**src/rtl/fifo_umbral.sv**
```systemverilog
// fifo_umbral: synchronous FIFO with programmable almost-full/almost-empty thresholds and sticky error
module fifo_umbral #(
    parameter int DATA_WIDTH = 6,
    parameter int ADDR_WIDTH = 3
) (
    input  logic                  clk,
    input  logic                  reset,
    input  logic [ADDR_WIDTH-1:0] umbral_superior,
    input  logic [ADDR_WIDTH-1:0] umbral_inferior,
    input  logic                  push,
    input  logic [DATA_WIDTH-1:0] data_in,
    input  logic                  pop,
    output logic [DATA_WIDTH-1:0] data_out,
    output logic                  data_valid,
    output logic [ADDR_WIDTH:0]   count,
    output logic                  empty,
    output logic                  full,
    output logic                  almost_full,
    output logic                  almost_empty,
    output logic                  error
);
    localparam int DEPTH = 2 ** ADDR_WIDTH;
    localparam logic [ADDR_WIDTH:0] FULL_CNT = (ADDR_WIDTH + 1)'(DEPTH);

    logic [DATA_WIDTH-1:0] mem_q [DEPTH];
    logic [ADDR_WIDTH-1:0] wr_ptr_q, wr_ptr_d, rd_ptr_q, rd_ptr_d;
    logic [ADDR_WIDTH:0]   count_q, count_d;
    logic [DATA_WIDTH-1:0] data_out_q, data_out_d;
    logic                  data_valid_q, data_valid_d;
    logic                  error_q, error_d;
    logic                  push_ok, pop_ok;

    assign count        = count_q;
    assign data_out     = data_out_q;
    assign data_valid   = data_valid_q;
    assign error        = error_q;
    assign empty        = count_q == '0;
    assign full         = count_q == FULL_CNT;
    assign almost_full  = (umbral_superior != '0) && (count_q >= {1'b0, umbral_superior});
    assign almost_empty = count_q <= {1'b0, umbral_inferior};

    // Acceptance rules: no fall-through on empty, simultaneous push/pop allowed when full
    always_comb begin
        pop_ok       = pop && !empty;
        push_ok      = push && (!full || pop_ok);
        wr_ptr_d     = push_ok ? wr_ptr_q + 1'b1 : wr_ptr_q;
        rd_ptr_d     = pop_ok ? rd_ptr_q + 1'b1 : rd_ptr_q;
        count_d      = (push_ok && !pop_ok) ? count_q + 1'b1 :
                       (pop_ok && !push_ok) ? count_q - 1'b1 : count_q;
        data_out_d   = pop_ok ? mem_q[rd_ptr_q] : data_out_q;
        data_valid_d = pop_ok;
        error_d      = error_q || (push && full && !pop) || (pop && empty);
    end

    // Control state; reset discards contents and clears the sticky error
    always_ff @(posedge clk) begin
        if (reset) begin
            wr_ptr_q     <= '0;
            rd_ptr_q     <= '0;
            count_q      <= '0;
            data_out_q   <= '0;
            data_valid_q <= 1'b0;
            error_q      <= 1'b0;
        end else begin
            wr_ptr_q     <= wr_ptr_d;
            rd_ptr_q     <= rd_ptr_d;
            count_q      <= count_d;
            data_out_q   <= data_out_d;
            data_valid_q <= data_valid_d;
            error_q      <= error_d;
        end
    end

    // Storage is never cleared; stale words are unreachable while empty
    always_ff @(posedge clk) begin
        if (push_ok && !reset)
            mem_q[wr_ptr_q] <= data_in;
    end
endmodule

```
**config.mk**
```make
export PLATFORM = sky130hd
export DESIGN_NAME = fifo_umbral
export DESIGN_NICKNAME = d
export VERILOG_FILES = /design/src/rtl/fifo_umbral.sv
export SDC_FILE = /design/constraint.sdc
export NUM_CORES = 1
export LEC_CHECK = 0
export ABC_CLOCK_PERIOD_IN_PS = 4000
export CAP_MARGIN = 30
export CELL_PAD_IN_SITES_DETAIL_PLACEMENT = 1
export CELL_PAD_IN_SITES_GLOBAL_PLACEMENT = 1
export CORE_UTILIZATION = 49
export CTS_CLUSTER_DIAMETER = 60
export DETAILED_ROUTE_END_ITERATION = 16
export GPL_ROUTABILITY_DRIVEN = 0
export HOLD_SLACK_MARGIN = 0.15
export PLACE_DENSITY = 0.85
export SLEW_MARGIN = 15
export SYNTH_ARGS = -nofsm -noshare
export SYNTH_HDL_FRONTEND = slang
export SYNTH_SLANG_ARGS = --single-unit
```
**constraint.sdc**
```tcl
create_clock -name clk -period 4 [get_ports clk]
set_input_delay 0.8 -clock clk [delete_from_list [all_inputs] [get_ports clk]]
set_output_delay 0.8 -clock clk [all_outputs]
set_load 0.1 [all_outputs]
```
Yosys cells after proc, flatten, opt, wreduce, memory -nomap -nowiden. Memories as Yosys holds them, arrays and structs flattened. A register that Yosys moved wholly into a read port is not among the register bits. Index checks and enable logic that the tools add are counted.

Output and inout bits: 16. Memories kept: 1. Register bits after elaboration: 12. Latch bits: 0. ROM bits: 0. Input bits: 16. Memory bits (writable): 48. Word-level logic and storage cells: 38.

Memories: mem_q (depth 8, bits a word 6, rd ports 1, clocked after Yosys merged registers in 1, wr ports 1, RTL line 25) `logic [DATA_WIDTH-1:0] mem_q [DEPTH];`.

Multipliers: 0. Divide/modulo/power cells: 0. Reduce and logical (&&, ||, !) cells: 21. Eq/ne operators: 1. Mux-type cells: 4. Bitwise logic cells: 0. Add/subtract/negate cells: 4. Shift-type cells: 0. Magnitude comparators: 2.

Operator list (count): logical AND 1 bit (9); 2-to-1 mux 4 bit (2); adder 3 x 1 -> 3 bit (second input constant) (2); logical NOT 1 bit (6); adder 4 x 1 -> 4 bit (second input constant) (1); equality test 4 bit (second input constant) (1); >= comparator 4 x 3 -> 1 bit (1); <= comparator 4 x 3 -> 1 bit (1); logical NOT 4 bit (1); subtractor 4 x 1 -> 4 bit (second input constant) (1); logical OR 1 bit (3); nonzero test 3 bit (1); 2-to-1 mux 1 bit (2); nonzero test 2 bit (1).

Longest topological paths before layout.
Depth in word-level cells: 9. Gate-level depth with buffers: 11. Mapped depth without buffers: 10.

Worst setup path after synthesis. OpenSTA, ideal clock, no wires.

Path kind: reg2out. Start point: register count_q[1], in the netlist count[1]. End point: output port almost_empty. Data arrival time: 3252 ps. Data required time: 3200 ps. Buffers on the path: 0. Stages on the path, launching flop included: 6. Slack: -52 ps. Cells stage by stage: dfxtp_1 -> ha_1 -> nor2b_1 -> o21ai_0 -> nand2b_1 -> a21oi_1.

Word-level cells in the longest chain between the ends: 1.

Ends and longest elaborated chain: from (decl) (RTL line 27) `logic [ADDR_WIDTH:0] count_q, count_d;`; from (signal assigned) (RTL line 67) `count_q <= count_d;`; <= comparator 4 x 3 -> 1 bit (RTL line 40) `assign almost_empty = count_q <= {1'b0, umbral_inferior};`; to (decl) (RTL line 19) `output logic almost_empty,`.

No other way between the ends.

Worst setup path in the final report.
Start point: register count_q[2], in the netlist count[2]. End point: output port full.

Word-level cells in the longest chain between the ends: 1.

Ends and longest elaborated chain: equality test 4 bit (RTL line 38) `assign full = count_q == FULL_CNT;`; to (decl) (RTL line 17) `output logic full,`.

No other way between the ends.

==> results.toml <==
[clock_network]
root_buffer = "clkbuf_8"
cts_tree = "built"
clk_latency_ns = 0.34
numCtsBuffers = 9
hold_buffers = 0
post_cts_buffers = 0
cts_resized = 0
clock_path_buffers = 2
path_clk_slew_ns = 0.07
clock-sinks = 66
cts-htree-levels = 3

[layout]
drive_above_1_share_pct = 18.5
synthToLayoutAreaGrowth_pct = 23.8
finalInstanceArea_um2 = 3450
fillers = 538
antennaDiodeCount = 0
num-nets-final = 266
finish.utilization_pct = 62.6

[synth]
ys_ff_latch = 66
yosysWarnings = 0
yosys.area.top_type = "edfxtp_1"
ys_async_sr_fraction_pct = 0
synth-edff-count = 48
avgSynthCellArea_um2 = 14.3
yosysTopAreaCellShare_pct = 51.7
syn_nets = 223
synth_cells = 195
seq_area_frac_synth_pct = 64.7
ys.flop_type = "edfxtp_1"
synth.area.top_cells = "edfxtp_1 52%, dfxtp_1 13%, mux4_2 9.7%"
syn_area_um2 = 2790
synth.distinct_cells = 34

[critical_path]
worstPathArrival_ns = 2.35
reg2reg_slack_ns = 1.10
startpoint_type = "register"
endpoint_kind = "primary output"
crit_type = "reg -> out"
required_ns = 3.20
path_max_fanout = 8

[die]
dieArea_um2 = 5990
core_area_um2 = 5510
start_util_pct = 50.6
fp.dieW_um = 77.4
num_io_pins = 32
rows = 27
die_h_um = 77.4

[min_path]
hp-class = "reg -> reg"

[drt]
antenna_left = 0
drt_wl_total_mm = 6.41
drt_pass1_iterations = 5
vias_per_cell = 5.53
drtIter0Drc = 65
drc_errors = 0
wl_per_cell_um = 20.4
num_vias = 1743

[status]
outcome = "finished clean"

[global_route]
gr-usage-all-layers_pct = 23.9
antenna_found_initial = 0
grt_pass1_wl_mm = 10.1
grt_max_degree = 24
grt_pass1_vias = 1913
grt_overflow = 0

[sta]
period_minus_slack_ns = 3.15
drv_slew = 0
finClkSkew_ns = 0.00626
whs_ns = 0.476
fmaxAchievable_mhz = 318
hold_viol = 0
fin_crit_sh_pct = 78.7
setup_viol = 0
slew-limit-headroom_pct = 34.0
worst_pin_slew_ns = 0.987
fin_setup_tns_ns = 0
rsz0062_at_grt = "false"

[power_and_ir_drop]
ir_drop_uv = 382
leakage_nw = 1.22
p_seq_share_pct = 33.8
pwr-share-comb_pct = 42.7
clockPowerShare_pct = 23.5
switching_power_mw = 1.12
power.internal_mw = 1.52
power_density_nw_per_um2 = 764
switching_share_pct = 42.3

[run]
max-cap-violations = 0

[place]
port_buffers = 31
dp_hpwl_mm = 4.24
placed_area_um2 = 3210
[state kept, by name, summed over array words and instances, names as in the netlist]
signal / count
mem_q: 48
rd_ptr_q: 3
error: 1
wr_ptr_q: 3
data_valid: 1
data_out: 6
count: 4
[power by group through the flow]
stage | clock network, mW | registers, mW | logic, mW
after global placement | 0 | 0.924 | 1.03
final | 0.619 | 0.892 | 1.12
after global routing | 0.660 | 0.904 | 1.18
after detailed placement | 0 | 0.931 | 1.07
after floorplan | 0 | 1.18 | 0.551
after CTS | 0.633 | 0.920 | 1.08
[final cells by class]
cell class | count | area [µm²] | area share [%]
Clock buffer | 9 | 124 | 3.59
Clock inverter | 7 | 101 | 2.94
Inverter | 10 | 37.5 | 1.09
Multi-Input combinational cell | 112 | 911 | 26.4
Sequential cell | 66 | 1800 | 52.2
Tap cell | 72 | 90.1 | 2.61
Timing Repair Buffer | 39 | 383 | 11.1
[path summary, 6_finish.rpt]
kind | start | to | cells past startpoint
hold / removal | error$_SDFF_PP0_ | error$_SDFF_PP0_ | 2
setup / recovery | count[2]$_SDFFE_PP0P_ | full | 3
setup reg to reg | count[2]$_SDFFE_PP0P_ | count[3]$_SDFFE_PP0P_ | 10
hold reg to reg | error$_SDFF_PP0_ | error$_SDFF_PP0_ | 2
[cells by family after synthesis]
| kind of cell | synth area share (%) |
|---|---|
| multiplexers | 10.5 |
| XOR/XNOR | 1.89 |
| flip-flops | 64.7 |
| AO/OA/AOI/OAI | 4.89 |
| AND/OR/NAND/NOR | 9.52 |
| buffers and inverters | 2.92 |
| adder cells (fa/ha/maj) | 5.66 |
[synthesized netlist by cell type (3+ instances only)]
master	instances
edfxtp_1	48
nor2_1	25
dfxtp_1	18
mux4_2	12
ha_1	11
nor3_1	11
nand2_1	9
inv_1	8
a21oi_1	7
o22ai_1	6
nand2b_1	4
clkbuf_1	3
o21ai_0	3
xnor2_1	3
xor2_1	3
[per-layer routing]
| metal | track usage, % | up-vias | share of wire (%) |
|---|---|---|---|
| met5 | 0 | - | 0 |
| met4 | 9.62 | 0 | 1.9 |
| met3 | 6.94 | 12 | 3.5 |
| met2 | 40.9 | 42 | 52 |
| met1 | 28.3 | 878 | 42 |
| li1 | - | 811 | - |
[placed cells by master (no fill, tap or decap), drive strengths merged]
master / Yosys / layout
o21ai: 4 / 4
mux2i: 1 / 1
inv: 10 / 12
dfxtp: 18 / 18
nor4b: 1 / 1
o211ai: 1 / 1
and2: 1 / 1
nor2b: 2 / 2
nor2: 25 / 25
bufinv: 0 / 2
clkdlybuf4s50: 0 / 28
o22ai: 6 / 6
nor3: 11 / 11
nand2b: 4 / 4
buf: 4 / 11
nand3b: 1 / 1
or3: 1 / 1
nor4: 1 / 1
clkinv: 0 / 1
a211oi: 1 / 1
a21oi: 7 / 7
xor2: 3 / 3
nand3: 2 / 2
mux4: 12 / 12
o41a: 1 / 1
xnor2: 3 / 3
edfxtp: 48 / 48
ha: 11 / 11
a21boi: 1 / 1
nand2: 9 / 9
mux2: 1 / 1
clkbuf: 3 / 9
clkinvlp: 0 / 2
fa: 1 / 1
a31oi: 1 / 1
[worst max-delay path: stages (launching register included)]
cell and delay [ns]:
dfxtp_1 0.40, nor3_1 0.29, and2_1 0.18, clkdlybuf4s50_1 1.14
[through the flow]
step                worst slack (ns)  power (mW)  std cells
detailed placement             0.562        2.00        298
finish                         0.854        2.63        315
CTS                            0.829        2.64        314
global route                   0.748        2.75        315
floorplan                      0.495        1.73        195
global placement               0.730        1.95        298
No activity file was read; power rests on OpenSTA's default activity.
